$ cat config.mk
export PLATFORM = sky130hd
export DESIGN_NAME = risc_instr_sequencer_flat
export DESIGN_NICKNAME = d
export VERILOG_FILES = /design/src/rtl/risc_seq_if.sv /design/src/rtl/risc_instr_sequencer.sv /design/src/flat_wrapper.sv
export SDC_FILE = /design/constraint.sdc
export NUM_CORES = 1
export LEC_CHECK = 0
export BUFFER_PORTS_ARGS = -buffer_cell sky130_fd_sc_hd__clkbuf_2
export CAP_MARGIN = 5
export CORE_MARGIN = 5
export CORE_UTILIZATION = 53
export CTS_CLUSTER_SIZE = 24
export DETAILED_ROUTE_END_ITERATION = 7
export PLACE_DENSITY_LB_ADDON = 0.08
export SLEW_MARGIN = 20
export SYNTH_ARGS = -nofsm -noshare
export SYNTH_HDL_FRONTEND = slang
export SYNTH_SLANG_ARGS = --single-unit
$ cat constraint.sdc
create_clock -name clk -period 4.55 [get_ports clk]
set_clock_uncertainty 0.1 [all_clocks]
set_input_delay 0 -clock clk [delete_from_list [all_inputs] [get_ports clk]]
set_output_delay 0 -clock clk [all_outputs]
set_load 0.1 [all_outputs]
$ cat src/rtl/risc_seq_if.sv
// Handshake and decode bundle between the instruction sequencer and the RISC datapath/memories.
// The sequencer connects through the master modport, the datapath and memories through slave.
interface risc_seq_if #(
  parameter int AW = 32
);
  logic          imem_req;
  logic          imem_ack;
  logic          ir_load;
  logic          dec_mem_read;
  logic          dec_mem_write;
  logic          dec_reg_write;
  logic          dec_call;
  logic          dec_ret;
  logic          br_taken;
  logic [AW-1:0] br_target;
  logic [AW-1:0] pc;
  logic          pc_load;
  logic [AW-1:0] pc_next;
  logic          dmem_rd_req;
  logic          dmem_wr_req;
  logic          dmem_ack;
  logic          rf_we;

  modport master (
    output imem_req, ir_load, pc_load, pc_next, dmem_rd_req, dmem_wr_req, rf_we,
    input  imem_ack, dec_mem_read, dec_mem_write, dec_reg_write, dec_call, dec_ret,
           br_taken, br_target, pc, dmem_ack
  );

  modport slave (
    input  imem_req, ir_load, pc_load, pc_next, dmem_rd_req, dmem_wr_req, rf_we,
    output imem_ack, dec_mem_read, dec_mem_write, dec_reg_write, dec_call, dec_ret,
           br_taken, br_target, pc, dmem_ack
  );
endinterface

$ cat src/rtl/risc_instr_sequencer.sv
// Multi-cycle fetch/decode/exec/mem/wb sequencer with a hardware return-address stack.
// Define RISC_SEQ_TIMEOUT_EN to add the memory-ack timeout, the ERR state and o_timeout_err.
module risc_instr_sequencer #(
  parameter int AW             = 32,
  parameter int RAS_DEPTH      = 8,
  parameter int TIMEOUT_CYCLES = 16
) (
  input  logic       clk,
  input  logic       rst_n,
  input  logic       i_run,
  risc_seq_if.master bus,
  output logic [2:0] o_state,
  output logic       o_ras_err
`ifdef RISC_SEQ_TIMEOUT_EN
  ,
  output logic       o_timeout_err
`endif
);
  // state  | meaning
  // IDLE   | parked, waiting for run
  // FETCH  | imem request outstanding, IR captured on ack
  // DECODE | decode flags settling
  // EXEC   | next PC resolved, RAS push/pop
  // MEM    | dmem read or write outstanding
  // WB     | register-file write, retire
  // ERR    | memory timeout, parked until reset
  localparam logic [2:0] S_IDLE   = 3'd0;
  localparam logic [2:0] S_FETCH  = 3'd1;
  localparam logic [2:0] S_DECODE = 3'd2;
  localparam logic [2:0] S_EXEC   = 3'd3;
  localparam logic [2:0] S_MEM    = 3'd4;
  localparam logic [2:0] S_WB     = 3'd5;
  localparam logic [2:0] S_ERR    = 3'd6;

  localparam int RW = $clog2(RAS_DEPTH);

  logic [2:0]    r_state;
  logic [2:0]    w_state_nxt;
  logic          w_retire;
  logic [AW-1:0] r_pc_next;
  logic [AW-1:0] w_pc_inc;
  logic [AW-1:0] w_pc_calc;
  logic          r_mem_rd;
  logic [AW-1:0] r_ras [RAS_DEPTH];
  logic [RW:0]   r_ras_cnt;
  logic [RW-1:0] w_ras_top;
  logic          w_push;
  logic          w_pop;
  logic          w_ras_err_set;
  logic          r_ras_err;
  logic          w_ras_empty;
  logic          w_ras_full;

`ifdef RISC_SEQ_TIMEOUT_EN
  localparam int TW = $clog2(TIMEOUT_CYCLES) + 1;

  logic [TW-1:0] r_wait;
  logic          w_wait_tc;

  assign w_wait_tc = (r_wait == '0);

  // Down-counter reloads on every state change, so each FETCH/MEM entry gets a full budget.
  always_ff @(posedge clk or negedge rst_n) begin
    if (!rst_n) begin
      r_wait <= TW'(TIMEOUT_CYCLES - 1);
    end else if (w_state_nxt != r_state) begin
      r_wait <= TW'(TIMEOUT_CYCLES - 1);
    end else if (!w_wait_tc) begin
      r_wait <= r_wait - TW'(1);
    end
  end

  assign o_timeout_err = (r_state == S_ERR);
`endif

  assign w_ras_empty = (r_ras_cnt == '0);
  assign w_ras_full  = (r_ras_cnt == (RW+1)'(RAS_DEPTH));
  assign w_ras_top   = r_ras_cnt[RW-1:0] - RW'(1);
  assign w_pc_inc    = bus.pc + AW'(1);

  always_comb begin
    w_pc_calc     = w_pc_inc;
    w_push        = 1'b0;
    w_pop         = 1'b0;
    w_ras_err_set = 1'b0;
    if (bus.dec_ret) begin
      if (w_ras_empty) begin
        w_ras_err_set = 1'b1;
      end else begin
        w_pop     = 1'b1;
        w_pc_calc = r_ras[w_ras_top];
      end
    end else if (bus.dec_call) begin
      w_pc_calc = bus.br_target;
      if (w_ras_full) begin
        w_ras_err_set = 1'b1;
      end else begin
        w_push = 1'b1;
      end
    end else if (bus.br_taken) begin
      w_pc_calc = bus.br_target;
    end
  end

  always_comb begin
    w_state_nxt     = r_state;
    w_retire        = 1'b0;
    bus.imem_req    = 1'b0;
    bus.ir_load     = 1'b0;
    bus.dmem_rd_req = 1'b0;
    bus.dmem_wr_req = 1'b0;
    bus.rf_we       = 1'b0;
    case (r_state)
      S_IDLE: begin
        if (i_run) w_state_nxt = S_FETCH;
      end
      S_FETCH: begin
        bus.imem_req = 1'b1;
        if (bus.imem_ack) begin
          bus.ir_load = 1'b1;
          w_state_nxt = S_DECODE;
        end
`ifdef RISC_SEQ_TIMEOUT_EN
        else if (w_wait_tc) begin
          w_state_nxt = S_ERR;
        end
`endif
      end
      S_DECODE: w_state_nxt = S_EXEC;
      S_EXEC: begin
        if (bus.dec_mem_read || bus.dec_mem_write) begin
          w_state_nxt = S_MEM;
        end else if (bus.dec_reg_write) begin
          w_state_nxt = S_WB;
        end else begin
          w_retire = 1'b1;
        end
      end
      S_MEM: begin
        bus.dmem_rd_req = r_mem_rd;
        bus.dmem_wr_req = !r_mem_rd;
        if (bus.dmem_ack) begin
          if (r_mem_rd) w_state_nxt = S_WB;
          else          w_retire    = 1'b1;
        end
`ifdef RISC_SEQ_TIMEOUT_EN
        else if (w_wait_tc) begin
          w_state_nxt = S_ERR;
        end
`endif
      end
      S_WB: begin
        bus.rf_we = 1'b1;
        w_retire  = 1'b1;
      end
      S_ERR:   w_state_nxt = S_ERR;
      default: w_state_nxt = S_IDLE;
    endcase
    if (w_retire) w_state_nxt = i_run ? S_FETCH : S_IDLE;
  end

  // An instruction retiring in EXEC needs its freshly resolved target on the bus that same cycle.
  assign bus.pc_next = (r_state == S_EXEC) ? w_pc_calc : r_pc_next;
  assign bus.pc_load = w_retire;
  assign o_state     = r_state;
  assign o_ras_err   = r_ras_err;

  always_ff @(posedge clk or negedge rst_n) begin
    if (!rst_n) begin
      r_state   <= S_IDLE;
      r_pc_next <= '0;
      r_mem_rd  <= 1'b0;
      r_ras_cnt <= '0;
      r_ras_err <= 1'b0;
    end else begin
      r_state <= w_state_nxt;
      if (r_state == S_EXEC) begin
        r_pc_next <= w_pc_calc;
        r_mem_rd  <= bus.dec_mem_read;
        if (w_push)        r_ras_cnt <= r_ras_cnt + (RW+1)'(1);
        if (w_pop)         r_ras_cnt <= r_ras_cnt - (RW+1)'(1);
        if (w_ras_err_set) r_ras_err <= 1'b1;
      end
    end
  end

  always_ff @(posedge clk) begin
    if (r_state == S_EXEC && w_push) r_ras[r_ras_cnt[RW-1:0]] <= w_pc_inc;
  end
endmodule
$ cat src/flat_wrapper.sv
// flat-port wrapper written by rule: the top's interface ports become plain ports
module risc_instr_sequencer_flat 
#(
  parameter int AW             = 32,
  parameter int RAS_DEPTH      = 8,
  parameter int TIMEOUT_CYCLES = 16
)
  (clk, rst_n, i_run, o_state, o_ras_err, bus_imem_req, bus_ir_load, bus_pc_load, bus_pc_next, bus_dmem_rd_req, bus_dmem_wr_req, bus_rf_we, bus_imem_ack, bus_dec_mem_read, bus_dec_mem_write, bus_dec_reg_write, bus_dec_call, bus_dec_ret, bus_br_taken, bus_br_target, bus_pc, bus_dmem_ack);
  risc_seq_if #(.AW(AW)) bus_i ();
  input  logic clk;
  input  logic rst_n;
  input  logic i_run;
  output logic [2:0] o_state;
  output logic o_ras_err;
  output wire logic [$bits(bus_i.imem_req)-1:0] bus_imem_req;
  output wire logic [$bits(bus_i.ir_load)-1:0] bus_ir_load;
  output wire logic [$bits(bus_i.pc_load)-1:0] bus_pc_load;
  output wire logic [$bits(bus_i.pc_next)-1:0] bus_pc_next;
  output wire logic [$bits(bus_i.dmem_rd_req)-1:0] bus_dmem_rd_req;
  output wire logic [$bits(bus_i.dmem_wr_req)-1:0] bus_dmem_wr_req;
  output wire logic [$bits(bus_i.rf_we)-1:0] bus_rf_we;
  input wire logic [$bits(bus_i.imem_ack)-1:0] bus_imem_ack;
  input wire logic [$bits(bus_i.dec_mem_read)-1:0] bus_dec_mem_read;
  input wire logic [$bits(bus_i.dec_mem_write)-1:0] bus_dec_mem_write;
  input wire logic [$bits(bus_i.dec_reg_write)-1:0] bus_dec_reg_write;
  input wire logic [$bits(bus_i.dec_call)-1:0] bus_dec_call;
  input wire logic [$bits(bus_i.dec_ret)-1:0] bus_dec_ret;
  input wire logic [$bits(bus_i.br_taken)-1:0] bus_br_taken;
  input wire logic [$bits(bus_i.br_target)-1:0] bus_br_target;
  input wire logic [$bits(bus_i.pc)-1:0] bus_pc;
  input wire logic [$bits(bus_i.dmem_ack)-1:0] bus_dmem_ack;
  assign bus_imem_req = bus_i.imem_req;
  assign bus_ir_load = bus_i.ir_load;
  assign bus_pc_load = bus_i.pc_load;
  assign bus_pc_next = bus_i.pc_next;
  assign bus_dmem_rd_req = bus_i.dmem_rd_req;
  assign bus_dmem_wr_req = bus_i.dmem_wr_req;
  assign bus_rf_we = bus_i.rf_we;
  assign bus_i.imem_ack = bus_imem_ack;
  assign bus_i.dec_mem_read = bus_dec_mem_read;
  assign bus_i.dec_mem_write = bus_dec_mem_write;
  assign bus_i.dec_reg_write = bus_dec_reg_write;
  assign bus_i.dec_call = bus_dec_call;
  assign bus_i.dec_ret = bus_dec_ret;
  assign bus_i.br_taken = bus_br_taken;
  assign bus_i.br_target = bus_br_target;
  assign bus_i.pc = bus_pc;
  assign bus_i.dmem_ack = bus_dmem_ack;
  risc_instr_sequencer #(.AW(AW), .RAS_DEPTH(RAS_DEPTH), .TIMEOUT_CYCLES(TIMEOUT_CYCLES)) u_core (.clk(clk), .rst_n(rst_n), .i_run(i_run), .bus(bus_i), .o_state(o_state), .o_ras_err(o_ras_err));
endmodule
# Word-level counts from Yosys, hierarchy flattened
# Memory sizes are Yosys's and may differ from the RTL's.
# Index checks and enable logic that the tools add are counted.
# word_totals
ff_bits	41
ramBits	256
in_bits	75
out_inout_bits	42
mem_count	1
# mem_list
memory	words	width	rd	rd_ports_with_merged_regs	write_ports	line	source
u_core.r_ras	8	32	1	0	1	risc_instr_sequencer.sv:44	logic [AW-1:0] r_ras [RAS_DEPTH];
# op_classes
n_addsub	4
eq_ne	13
muxes	38
n_reduce_logical	9
# ops
cell	count
2-to-1 mux 32 bit	5
adder 32 x 1 -> 32 bit (second input constant)	1
2-to-1 mux 1 bit	22
2-to-1 mux 3 bit	7
case mux 3 bit (7 select lines)	1
equality test 3 bit (second input constant)	3
inequality test 3 bit (second input constant)	3
2-to-1 mux 4 bit	2
equality test 3 x 2 -> 1 bit (second input constant)	2
AND reduction 6 bit	1
adder 4 x 1 -> 4 bit (second input constant)	1
equality test 4 bit (second input constant)	1
logical NOT 4 bit	1
inequality test 4 x 3 -> 1 bit (second input constant)	1
AND reduction 2 bit	2
subtractor 4 x 1 -> 4 bit (second input constant)	1
equality test 3 x 1 -> 1 bit (second input constant)	1
logical NOT 3 bit	1
inequality test 3 x 2 -> 1 bit (second input constant)	1
case mux 1 bit (3 select lines)	1
subtractor 3 x 1 -> 3 bit (second input constant)	1
inequality test 2 bit (second input constant)	1
nonzero test 2 bit	1
logical AND 1 bit	1
other kinds (2)	2

# Depth between registers and ports, before layout
# Gate-level depths: netlist of run 1.
# logic_depth
depth_word	7
mapped_depth	14

# Worst setup path after synthesis of run 1
# Ideal clock, no wire load.
# synth_timing
path_type	reg2reg
startpoint	register u_core.r_ras_cnt[0]
endpoint	register u_core.r_pc_next[19]
setup_time_ns	0.304
t_arrival_ns	4.362
slack_ns	-0.216
stages_incl_launch_ff	12
path_buffers	6
period_less_slack_ns	4.766
path_cell_list	dfrtp_1 -> clkbuf_1 -> buf_2 -> buf_2 -> inv_1 -> ha_1 -> buf_2 -> buf_1 -> clkbuf_1 -> mux4_2 -> a22oi_1 -> a31oi_1
# synth_via
elab_chain_len	5
# synth_lines
item	line	source
start, declared	risc_instr_sequencer.sv:45	logic [RW:0] r_ras_cnt;
start signal, assigned	risc_instr_sequencer.sv:180	if (w_push) r_ras_cnt <= r_ras_cnt + (RW+1)'(1);
start signal, assigned	risc_instr_sequencer.sv:181	if (w_pop) r_ras_cnt <= r_ras_cnt - (RW+1)'(1);
subtractor 3 x 1 -> 3 bit	risc_instr_sequencer.sv:78	assign w_ras_top = r_ras_cnt[RW-1:0] - RW'(1);
named net u_core.w_ras_top[0]	risc_instr_sequencer.sv:46	logic [RW-1:0] w_ras_top;
memory (8 x 32 bit)	--	
2-to-1 mux 32 bit	risc_instr_sequencer.sv:87	if (w_ras_empty) begin
2-to-1 mux 32 bit	risc_instr_sequencer.sv:86	if (bus.dec_ret) begin
2-to-1 mux 32 bit	--	
named net bus_pc_next[19]	flat_wrapper.sv:18	output wire logic [$bits(bus_i.pc_next)-1:0] bus_pc_next;
end signal, assigned	risc_instr_sequencer.sv:178	r_pc_next <= w_pc_calc;
end, declared	risc_instr_sequencer.sv:40	logic [AW-1:0] r_pc_next;
# The timed path passes the listed nets, and every way through them passes these cells.
# A chain may end at the register's enable or synchronous reset.

# Worst setup path after layout of run 1
# layout_timing
startpoint	register u_core.r_ras_cnt[1]
endpoint	output port bus_pc_next[30]
# layout_via
elab_chain_len	5
# layout_lines
item	line
subtractor 3 x 1 -> 3 bit	risc_instr_sequencer.sv:78
memory (8 x 32 bit)	--
2-to-1 mux 32 bit *	risc_instr_sequencer.sv:87
2-to-1 mux 32 bit *	risc_instr_sequencer.sv:86
2-to-1 mux 32 bit *	--
end, declared	flat_wrapper.sv:18
# Every way passes the cells marked *; elsewhere a longest branch is shown, timed or not.

==> results by group, run 1 <==
STA
  • Final Critical Period: 4.17 ns
  • Setup TNS: 0 ns
  • Slew Limit Headroom: 36.4%
  • RSZ-0062 raised after global routing: false
  • Highest clock rate: 240 MHz
  • Tcrit/Tclk final: 91.8%
  • Fin. max-slew vios: 0
  • Slew @ Worst Pin: 0.952 ns
  • Hold WS: 0.0181 ns
  • Final WS setup: 0.375 ns
  • Final number of setup-violating endpoints: 0
  • Final-report hold violation count: 0

Yosys
  • XOR/XNOR share of the synthesized area: 1.40%
  • Mean Syn Cell Area: 16.5 um2
  • Post-Synth Adder-Cell Area: 0.559%
  • Ys flop type: edfxtp_1
  • Synth Cell Area: 12500 um2
  • Largest family of logic cells by synthesized area: multiplexers
  • Post-synthesis mux area share: 11.8%
  • Mapped Nets: 838
  • Post-synthesis cell type count: 56
  • Synth Area in Simple Gates: 7.92%
  • Mapped Cells: 758
  • Post-synth EDFFs: 256
  • Seq/Total Area, Yosys: 69.6%
  • Ys Warns: 0
  • Seq cells post-synth: 297
  • Post-synthesis async set-or-reset flop share: 13.8%
  • Post-synthesis compound-gate area fraction: 6.95%

Clocking
  • CTS Buffer Depth: 3
  • CTS buffer count: 30
  • Post-CTS setup buffer count: 0
  • CTS H-tree depth: 1
  • TritonCTS clock tree: built
  • Clock Sinks: 297
  • Clk root buf: clkbuf_16
  • Clock transition at the registers of the reported paths: 0.06 ns
  • Clock latency on the worst-skew pair: 0.55 ns

Worst setup path
  • Crit Path Max Fanout: 15
  • Kind of critical path: reg -> out
  • Worst Setup End Kind: output pin
  • Crit-path cells: inv_1 > ha_2 > xor2_1 > o211a_1 > buf_4 > a22oi_1 > a31oi_2 > clkbuf_2
  • Crit path DAT: 4.07 ns
  • Delay of the slowest critical-path stage: 0.73 ns
  • Crit start category: flop
  • Req. time, crit path: 4.45 ns
  • CP max-delay cell: xor2_1

Die
  • I/O pin count: 117
  • Initial Utilization: 53.5%
  • Die Y: 164 um
  • DIE AREA: 26800 um2
  • Core footprint: 23400 um2
  • Row cnt: 56
  • Width of the die: 164 um

Cells and area
  • Area delta synth->final: 23.0%
  • Register Area: 8720 um2
  • Share of cells above drive strength 1: 29.7%
  • Layout Utilization: 65.9%
  • Commonest non-fill, non-tap cell in the layout: edfxtp_1
  • Ant. Diodes: 0
  • Finished Cell Area: 15400 um2
  • Area of the multi-input gates: 3730 um2
  • Filler cell count: 1691
  • Most frequent cells in the layout: edfxtp_1 (256), clkbuf_2 (116), dlygate4sd3_1 (81)
  • Final non-filler cell total: 1309
  • Nets@finish: 1047

Placement
  • HPWL reported at the end of detailed placement: 19.3 mm
  • Buffers added on ports: 116
  • Post-DP Area: 13700 um2
  • Placed cell count: 1173
  • GPL Wtd Cong: 0.808
  • DP Worst Slack: 0.953 ns

GRT
  • First-pass GRT wire length: 48.8 mm
  • Most used routing layer: met2
  • Largest net degree at the start of global routing: 42
  • GR Util met2: 41.5%
  • Vias in the first global route: 8295
  • Met1 usage: 33.1%
  • Initial antenna violation count: 0
  • Gr ovfl total: 0
  • GRT Overall Usage: 24.3%
  • Routing usage on met3: 3.81%

Min path
  • Worst Hold Class: in -> reg

Detailed routing
  • Routed via count: 7804
  • Via density: 5.96
  • Mean routed wirelength per cell: 24.2 um
  • DR pass1 iterations: 5
  • Post-Route WL: 31.6 mm
  • DRT iter0 DRCs: 850
  • ANT nets after route: 0
  • Drt drc: 0

Flow run
  • Max-cap violations: 0

Power
  • Worst VDD drop: 0.520 mV
  • Pwr/cell area: 664 nW/um2
  • Final Power: 10.2 mW
  • Leakage: 5.35 nW

Outcome
  • Outcome: finished, final reports clean
-- logic make-up (layout without fill, tap and decap cells) --
family,count (synthesis),in the layout
AOI/OAI and AO/OA,126,126
muxes,67,67
xor gates and xnor gates,20,20
buffers and inverters,53,285
adders and majority gates,5,5
DFF,297,297
and+or+nand+nor,190,190
-- where the power goes --
group / total (mW) / switching (mW) / internal, mW
clock: 2.35 / 0.990 / 1.36
combinational: 4.59 / 3.18 / 1.40
sequential: 3.29 / 0.121 / 3.17
-- final cells by class --
class	count	area share, %
Timing Repair Buffer	218	10.2
Inverter	12	0.292
Clock inverter	14	0.852
Multi-Input combinational cell	408	24.2
Tap cell	319	2.59
Clock buffer	41	5.27
Sequential cell	297	56.6
-- synthesized netlist by cell type, drive strengths merged, types with 9 or more instances --
library cell    n  share of area [%]
edfxtp        256                 61
mux4           64                 12
nor2           52                1.6
nand2          51                1.5
dfrtp          41                8.2
a21oi          25                1.0
clkbuf         22               0.67
a31oi          21                1.0
buf            19               0.83
o21ai          19               0.76
or2            18               0.90
nor3           16               0.64
a221oi         14               0.98
nor4           14                1.2
inv            12               0.36
a22oi          11               0.66
nand4          11               0.67
xnor2          11               0.77
xor2            9               0.63
-- path summary, 6_finish.rpt --
kind,from,end,slack [ns],depth (start not counted)
min,bus_pc[16],u_core.r_ras[7][17]$_DFFE_PP_,0.02,4
max,u_core.r_ras_cnt[1]$_DFFE_PN0P_,bus_pc_next[30],0.38,8
max reg2reg,u_core.r_ras_cnt[1]$_DFFE_PN0P_,u_core.r_pc_next[30]$_DFF_PN0_,0.77,8
min reg2reg,u_core.o_ras_err$_DFFE_PN0P_,u_core.o_ras_err$_DFFE_PN0P_,0.42,2
max in group asynchronous,rst_n,u_core.r_ras_cnt[0]$_DFFE_PN0P_,3.81,3
min in group asynchronous,rst_n,u_core.r_mem_rd$_DFFE_PN0P_,0.03,3
-- metal layers --
layer / vias up / routed length, um
li1: 3471 / -
met1: 3962 / 12700
met2: 324 / 16000
met3: 47 / 2280
met4: 0 / 676
met5: - / 0
-- critical path, delay by kind of cell (launching register included) --
family	cells	cell delay [ns]
buffers and inverters	3	1.04
AO/OA/AOI/OAI	3	1.00
XOR/XNOR	1	0.73
flip-flops	1	0.49
adder cells (fa/ha/maj)	1	0.26
-- flip-flops by register name, summed over array words and instances (netlist names) --
| signal | count |
|---|---|
| u_core.o_ras_err | 1 |
| u_core.r_mem_rd | 1 |
| u_core.r_ras_cnt | 4 |
| u_core.r_ras | 256 |
| u_core.o_state | 3 |
| u_core.r_pc_next | 32 |
-- timing repair --
action / CTS / global route
hold buffers: 81 / 0
endpoints found under the hold margin: 250 / 0
gates resized for setup: 0 / 0
No activity file was read; power rests on OpenSTA's default activity.
==> run 2: changes to the inputs <==
--- a/config.mk
+++ b/config.mk
@@ -7,8 +7,7 @@
 export LEC_CHECK = 0
 export BUFFER_PORTS_ARGS = -buffer_cell sky130_fd_sc_hd__clkbuf_2
 export CAP_MARGIN = 5
-export CORE_MARGIN = 5
-export CORE_UTILIZATION = 53
+export CORE_UTILIZATION = 40
 export CTS_CLUSTER_SIZE = 24
 export DETAILED_ROUTE_END_ITERATION = 7
 export PLACE_DENSITY_LB_ADDON = 0.08
==> run 2 against run 1 <==
The flow now finishes with violations (negative hold slack). Utilization shrank 15 points. Design area grew 1.5%. Wire length grew 6.6%. Count of clock-buffer cells in the layout grew 9. Register-to-register slack gained 0.17 ns. Sequential share of layout area shrank 0.82 points. Power grew 3.4%. Critical path depth is the same. Clock power grew 14%. Hold slack lost 0.025 ns.
==> results by group, run 2 (synthesis results as in run 1) <==
Worst setup path
  • CP max-delay cell: or2_2
  • Delay of the slowest critical-path stage: 0.75 ns
  • Critical register-to-register path startpoint: u_core.r_ras_cnt[0]$_DFFE_PN0P_
  • Worst Setup EP: bus_pc_next[18]
  • Kind of critical path: reg -> out
  • Crit start category: flop
  • Req. time, crit path: 4.45 ns
  • Reg2reg end: u_core.r_pc_next[26]$_DFF_PN0_
  • R2r worst-path depth: 8
  • R2R Setup Slk: 0.94 ns
  • Crit-path cells: inv_1 > ha_2 > nand2b_1 > nor3_1 > or2_2 > o21ai_1 > a31oi_2 > clkbuf_2
  • CP Launch Point: u_core.r_ras_cnt[0]$_DFFE_PN0P_
  • Crit path DAT: 3.90 ns
  • Worst Setup End Kind: output pin
  • Crit Path Max Fanout: 29

Detailed routing
  • Drt drc: 0
  • Mean routed wirelength per cell: 24.4 um
  • Routed via count: 7791
  • DR pass1 iterations: 5
  • ANT nets after route: 0
  • DRT iter0 DRCs: 649
  • Via density: 5.65
  • Post-Route WL: 33.7 mm

Cells and area
  • Commonest non-fill, non-tap cell in the layout: edfxtp_1
  • Most frequent cells in the layout: edfxtp_1 (256), clkbuf_2 (116), mux4_2 (64)
  • Area delta synth->final: 24.9%
  • Ant. Diodes: 0
  • Nets@finish: 1038
  • Largest register FFs: 256
  • Share of cells above drive strength 1: 31.4%

STA
  • Highest clock rate: 250 MHz
  • RSZ-0062 raised after global routing: false
  • Hold WS: -0.00652 ns
  • Fin. max-slew vios: 0
  • Tcrit/Tclk final: 87.9%
  • Final-report hold violation count: 6
  • Setup TNS: 0 ns
  • Final number of setup-violating endpoints: 0
  • Final Critical Period: 4.00 ns
  • Slew Limit Headroom: 30.3%
  • Final WS setup: 0.552 ns
  • Slew @ Worst Pin: 1.04 ns

Die
  • Width of the die: 179 um
  • Initial Utilization: 40.8%
  • Core footprint: 30700 um2
  • I/O pin count: 117
  • DIE AREA: 32000 um2
  • Die Y: 179 um
  • Row cnt: 64

Clocking
  • Post-CTS setup buffer count: 0
  • CTS buffer count: 34
  • Clk root buf: clkbuf_16
  • CTS H-tree depth: 2
  • Clock transition at the registers of the reported paths: 0.06 ns
  • Gates resized, CTS repair: 0
  • Clock Sinks: 297
  • CTS Buffer Depth: 3
  • TritonCTS clock tree: built
  • Clock latency on the worst-skew pair: 0.50 ns

GRT
  • Gr ovfl total: 0
  • Initial antenna violation count: 0
  • GRT Overall Usage: 21.5%
  • First-pass GRT wire length: 49.3 mm
  • Largest net degree at the start of global routing: 42
  • Vias in the first global route: 8068

Placement
  • GPL Wtd Cong: 0.760
  • HPWL reported at the end of detailed placement: 20.6 mm
  • DP Worst Slack: 1.09 ns
  • Buffers added on ports: 116

Power
  • Pwr/cell area: 676 nW/um2
  • Leakage: 5.42 nW
  • Worst VDD drop: 0.449 mV

Outcome
  • Outcome: complete, but fails checks
  • Failing checks: negative hold slack

Min path
  • Min-delay src: bus_pc[6]
  • Worst Hold Class: in -> reg

Flow run
  • Max-cap violations: 0
[run 2: changes by cell type in the layout (fill, tap and decap cells not counted), sizes merged]
cell	before	now
dlygate4sd3	81	62
clkinvlp	1	0
buf	21	27
clkbuf	157	166
clkinv	11	10
[run 2: metrics by stage]
step | util [%] | hold slack, ns | area (um2) | cells | power, mW
3_5_place_dp | 45.3 | 0.0894 | 13900 | 1255 | 7.85
2_1_floorplan | - | -0.396 | 12600 | 758 | 6.85
6_report | 51.0 | -0.00652 | 15600 | 1380 | 10.6
3_3_place_gp | 45.2 | 0.0801 | 13900 | 1254 | 7.79
5_1_grt | 51.0 | 0.0253 | 15600 | 1380 | 11.0
4_1_cts | 50.9 | 0.00319 | 15600 | 1379 | 10.7
[run 2: worst min path at each step]
stage	to	slack, ns	cells after the start
detailed placement	u_core.o_state[0]$_DFFE_PN0P_	0.09	2
finish	u_core.r_ras[5][6]$_DFFE_PP_	-0.007	2
CTS	u_core.r_pc_next[24]$_DFF_PN0_	0.003	4
global route	u_core.r_pc_next[28]$_DFF_PN0_	0.03	4
floorplan	u_core.o_ras_err$_DFFE_PN0P_	-0.40	0
global placement	u_core.r_mem_rd$_DFFE_PN0P_	0.08	2
[run 2: area by class of cell]
type / instances / area, um2
multi-input cells: 408 / 3770
fillers: 2568 / 15000
clock buffers: 50 / 995
well taps: 396 / 495
flip-flops and latches: 297 / 8720
inverters: 12 / 45.0
repair buffers: 205 / 1510
clock inverters: 12 / 113
[run 2: power breakdown]
part	total, mW	switching, mW	leakage [nW]	internal, mW
Clock	2.67	1.04	0.549	1.63
Combinational	4.57	3.18	2.11	1.39
Sequential	3.34	0.163	2.76	3.17
Total	10.6	4.38	5.42	6.20
[run 2: critical path, delay by kind of cell, from the launching register on]
kind                     cells  cell delay (ns)
adder cells (fa/ha/maj)      1             0.26
AND/OR/NAND/NOR              3             1.20
flip-flops                   1             0.61
buffers and inverters        2             0.74
AO/OA/AOI/OAI                2             0.57
[run 2: repair_timing]
action | in CTS | in global routing
setup endpoints to repair | 0 | 0
hold buffers | 62 | 0
endpoints found under the hold margin | 161 | 0
[run 2: metal layers]
metal	routed length [um]	track usage [%]
met1	14300	28.3
met4	1000	8.02
met5	0	0
met2	16700	35.8
met3	1670	3.39
==> run 3: changes to the inputs <==
--- a/config.mk
+++ b/config.mk
@@ -10,7 +10,6 @@
 export CORE_UTILIZATION = 40
 export CTS_CLUSTER_SIZE = 24
 export DETAILED_ROUTE_END_ITERATION = 7
-export PLACE_DENSITY_LB_ADDON = 0.08
 export SLEW_MARGIN = 20
 export SYNTH_ARGS = -nofsm -noshare
 export SYNTH_HDL_FRONTEND = slang
==> run 3 against run 2 <==
The flow now finishes without violations. Sequential share of layout area is essentially flat. Clock power shrank 10%. Power shrank 2.9%. Utilization is essentially flat. Design area is essentially flat. Die area is the same. Critical path depth shrank 1. Worst setup slack lost 0.15 ns. Register-to-register slack lost 0.29 ns. Via count grew 0.10%. Final cell count grew 1.2%. Global-route usage shrank 1.2 points. Critical endpoint is now bus_pc_next[20]. Largest power group unchanged. Highest routed layer unchanged.
==> results by group, run 3 (synthesis results as in run 1) <==
Die
  • DIE AREA: 32000 um2
  • Initial Utilization: 40.8%
  • I/O pin count: 117
  • Width of the die: 179 um
  • Core footprint: 30700 um2
  • Row cnt: 64
  • Die Y: 179 um

Detailed routing
  • DRT iter0 DRCs: 862
  • Via density: 5.59
  • DR pass1 iterations: 5
  • Mean routed wirelength per cell: 23.1 um
  • Post-Route WL: 32.2 mm
  • Routed via count: 7799
  • Drt drc: 0
  • ANT nets after route: 0

Worst setup path
  • Crit-path cells: inv_1 > ha_2 > buf_4 > mux4_2 > a22oi_1 > a31oi_2 > clkbuf_2
  • Crit Path Max Fanout: 24
  • Req. time, crit path: 4.45 ns
  • Delay of the slowest critical-path stage: 0.78 ns
  • Worst Setup End Kind: output pin
  • CP max-delay cell: ha_2
  • Crit path DAT: 4.05 ns
  • Kind of critical path: reg -> out
  • Crit start category: flop

Clocking
  • Clock transition at the registers of the reported paths: 0.06 ns
  • Clock latency on the worst-skew pair: 0.56 ns
  • Clk root buf: clkbuf_16
  • CTS buffer count: 30
  • CTS Buffer Depth: 3
  • Clock Sinks: 297
  • Post-CTS setup buffer count: 0
  • CTS H-tree depth: 1
  • TritonCTS clock tree: built

STA
  • Tcrit/Tclk final: 91.2%
  • Highest clock rate: 241 MHz
  • Hold WS: 0.00582 ns
  • Final-report hold violation count: 0
  • Final Critical Period: 4.15 ns
  • Slew @ Worst Pin: 1.08 ns
  • Setup TNS: 0 ns
  • Final WS setup: 0.401 ns
  • RSZ-0062 raised after global routing: false
  • Final number of setup-violating endpoints: 0
  • Fin. max-slew vios: 0
  • Slew Limit Headroom: 28.1%

Placement
  • Buffers added on ports: 116
  • Post-DP Area: 13800 um2
  • HPWL reported at the end of detailed placement: 19.9 mm
  • GPL Wtd Cong: 0.796
  • DP Worst Slack: 0.677 ns

GRT
  • GRT Overall Usage: 20.3%
  • Gr ovfl total: 0
  • First-pass GRT wire length: 47.0 mm
  • Largest net degree at the start of global routing: 45
  • Initial antenna violation count: 0
  • Vias in the first global route: 7605

Power
  • Leakage: 5.40 nW
  • Pwr/cell area: 656 nW/um2
  • Final Power: 10.3 mW
  • Worst VDD drop: 0.444 mV

Cells and area
  • Area delta synth->final: 24.9%
  • Commonest non-fill, non-tap cell in the layout: edfxtp_1
  • Share of cells above drive strength 1: 30.3%
  • Most frequent cells in the layout: edfxtp_1 (256), clkbuf_2 (116), dlygate4sd3_1 (84)
  • Finished Cell Area: 15600 um2
  • Largest register FFs: 256
  • Nets@finish: 1056
  • Ant. Diodes: 0

Min path
  • Worst Hold Class: in -> async

Outcome
  • Outcome: finished, final reports clean

Flow run
  • Max-cap violations: 0
[run 3: cell types whose count changed in the layout (fill, tap and decap cells not counted), sizes merged]
cell         previous run  this run
dlygate4sd3            62        84
clkbuf                166       159
clkinvlp                0         2
clkinv                 10         9
[run 3: final cells by class]
type	instances	area, um2
Fill cell	2555	15000
Sequential cell	297	8720
Multi-Input combinational cell	408	3770
Timing Repair Buffer	227	1660
Clock buffer	43	841
Tap cell	396	495
Clock inverter	13	116
Inverter	12	45.0
[run 3: where the power goes]
group          switching (mW)  internal (mW)
registers               0.177           3.17
clock network            1.01           1.39
logic                    3.10           1.42
total                    4.29           5.98
[run 3: critical path: cells and delay by family, from the launching register on]
| family | cells | cell delay [ns] |
|---|---|---|
| mux | 1 | 0.35 |
| flops | 1 | 0.75 |
| buf+inv | 3 | 1.02 |
| fa+ha+maj | 1 | 0.78 |
| compound gates | 2 | 0.57 |
[run 3: through the flow]
step | std cells | utilization [%]
CTS | 1396 | 51.0
finish | 1396 | 51.0
floorplan | 758 | -
global route | 1396 | 51.0
detailed placement | 1256 | 45.2
global placement | 1256 | 45.2
[run 3: routing by layer]
metal | track usage (%) | share of wire [%] | up-vias
met4 | 4.84 | 1.6 | 0
met1 | 28.1 | 43 | 4003
met2 | 34.0 | 50 | 263
li1 | - | - | 3492
met5 | 0 | 0 | -
met3 | 2.65 | 5.8 | 41
[run 3: timing repair]
| action | in CTS | in global routing |
|---|---|---|
| hold buffers | 84 | 0 |
| hold endpoints to repair | 240 | 0 |
| resized for setup | 0 | 1 |
| setup endpoints to repair | 0 | 1 |
[run 3: worst paths after layout]
| path | start | endpoint | slack, ns | cells past startpoint |
|---|---|---|---|---|
| max | u_core.r_ras_cnt[0]$_DFFE_PN0P_ | bus_pc_next[20] | 0.40 | 7 |
| min | rst_n | u_core.r_pc_next[19]$_DFF_PN0_ | 0.006 | 3 |
| max reg2reg | u_core.r_ras_cnt[0]$_DFFE_PN0P_ | u_core.r_pc_next[20]$_DFF_PN0_ | 0.65 | 7 |
| min reg2reg | u_core.r_pc_next[2]$_DFF_PN0_ | u_core.r_pc_next[2]$_DFF_PN0_ | 0.43 | 1 |
| max in group asynchronous | rst_n | u_core.r_ras_cnt[0]$_DFFE_PN0P_ | 3.83 | 3 |
| min in group clk | bus_pc[8] | u_core.r_ras[3][8]$_DFFE_PP_ | 0.01 | 2 |
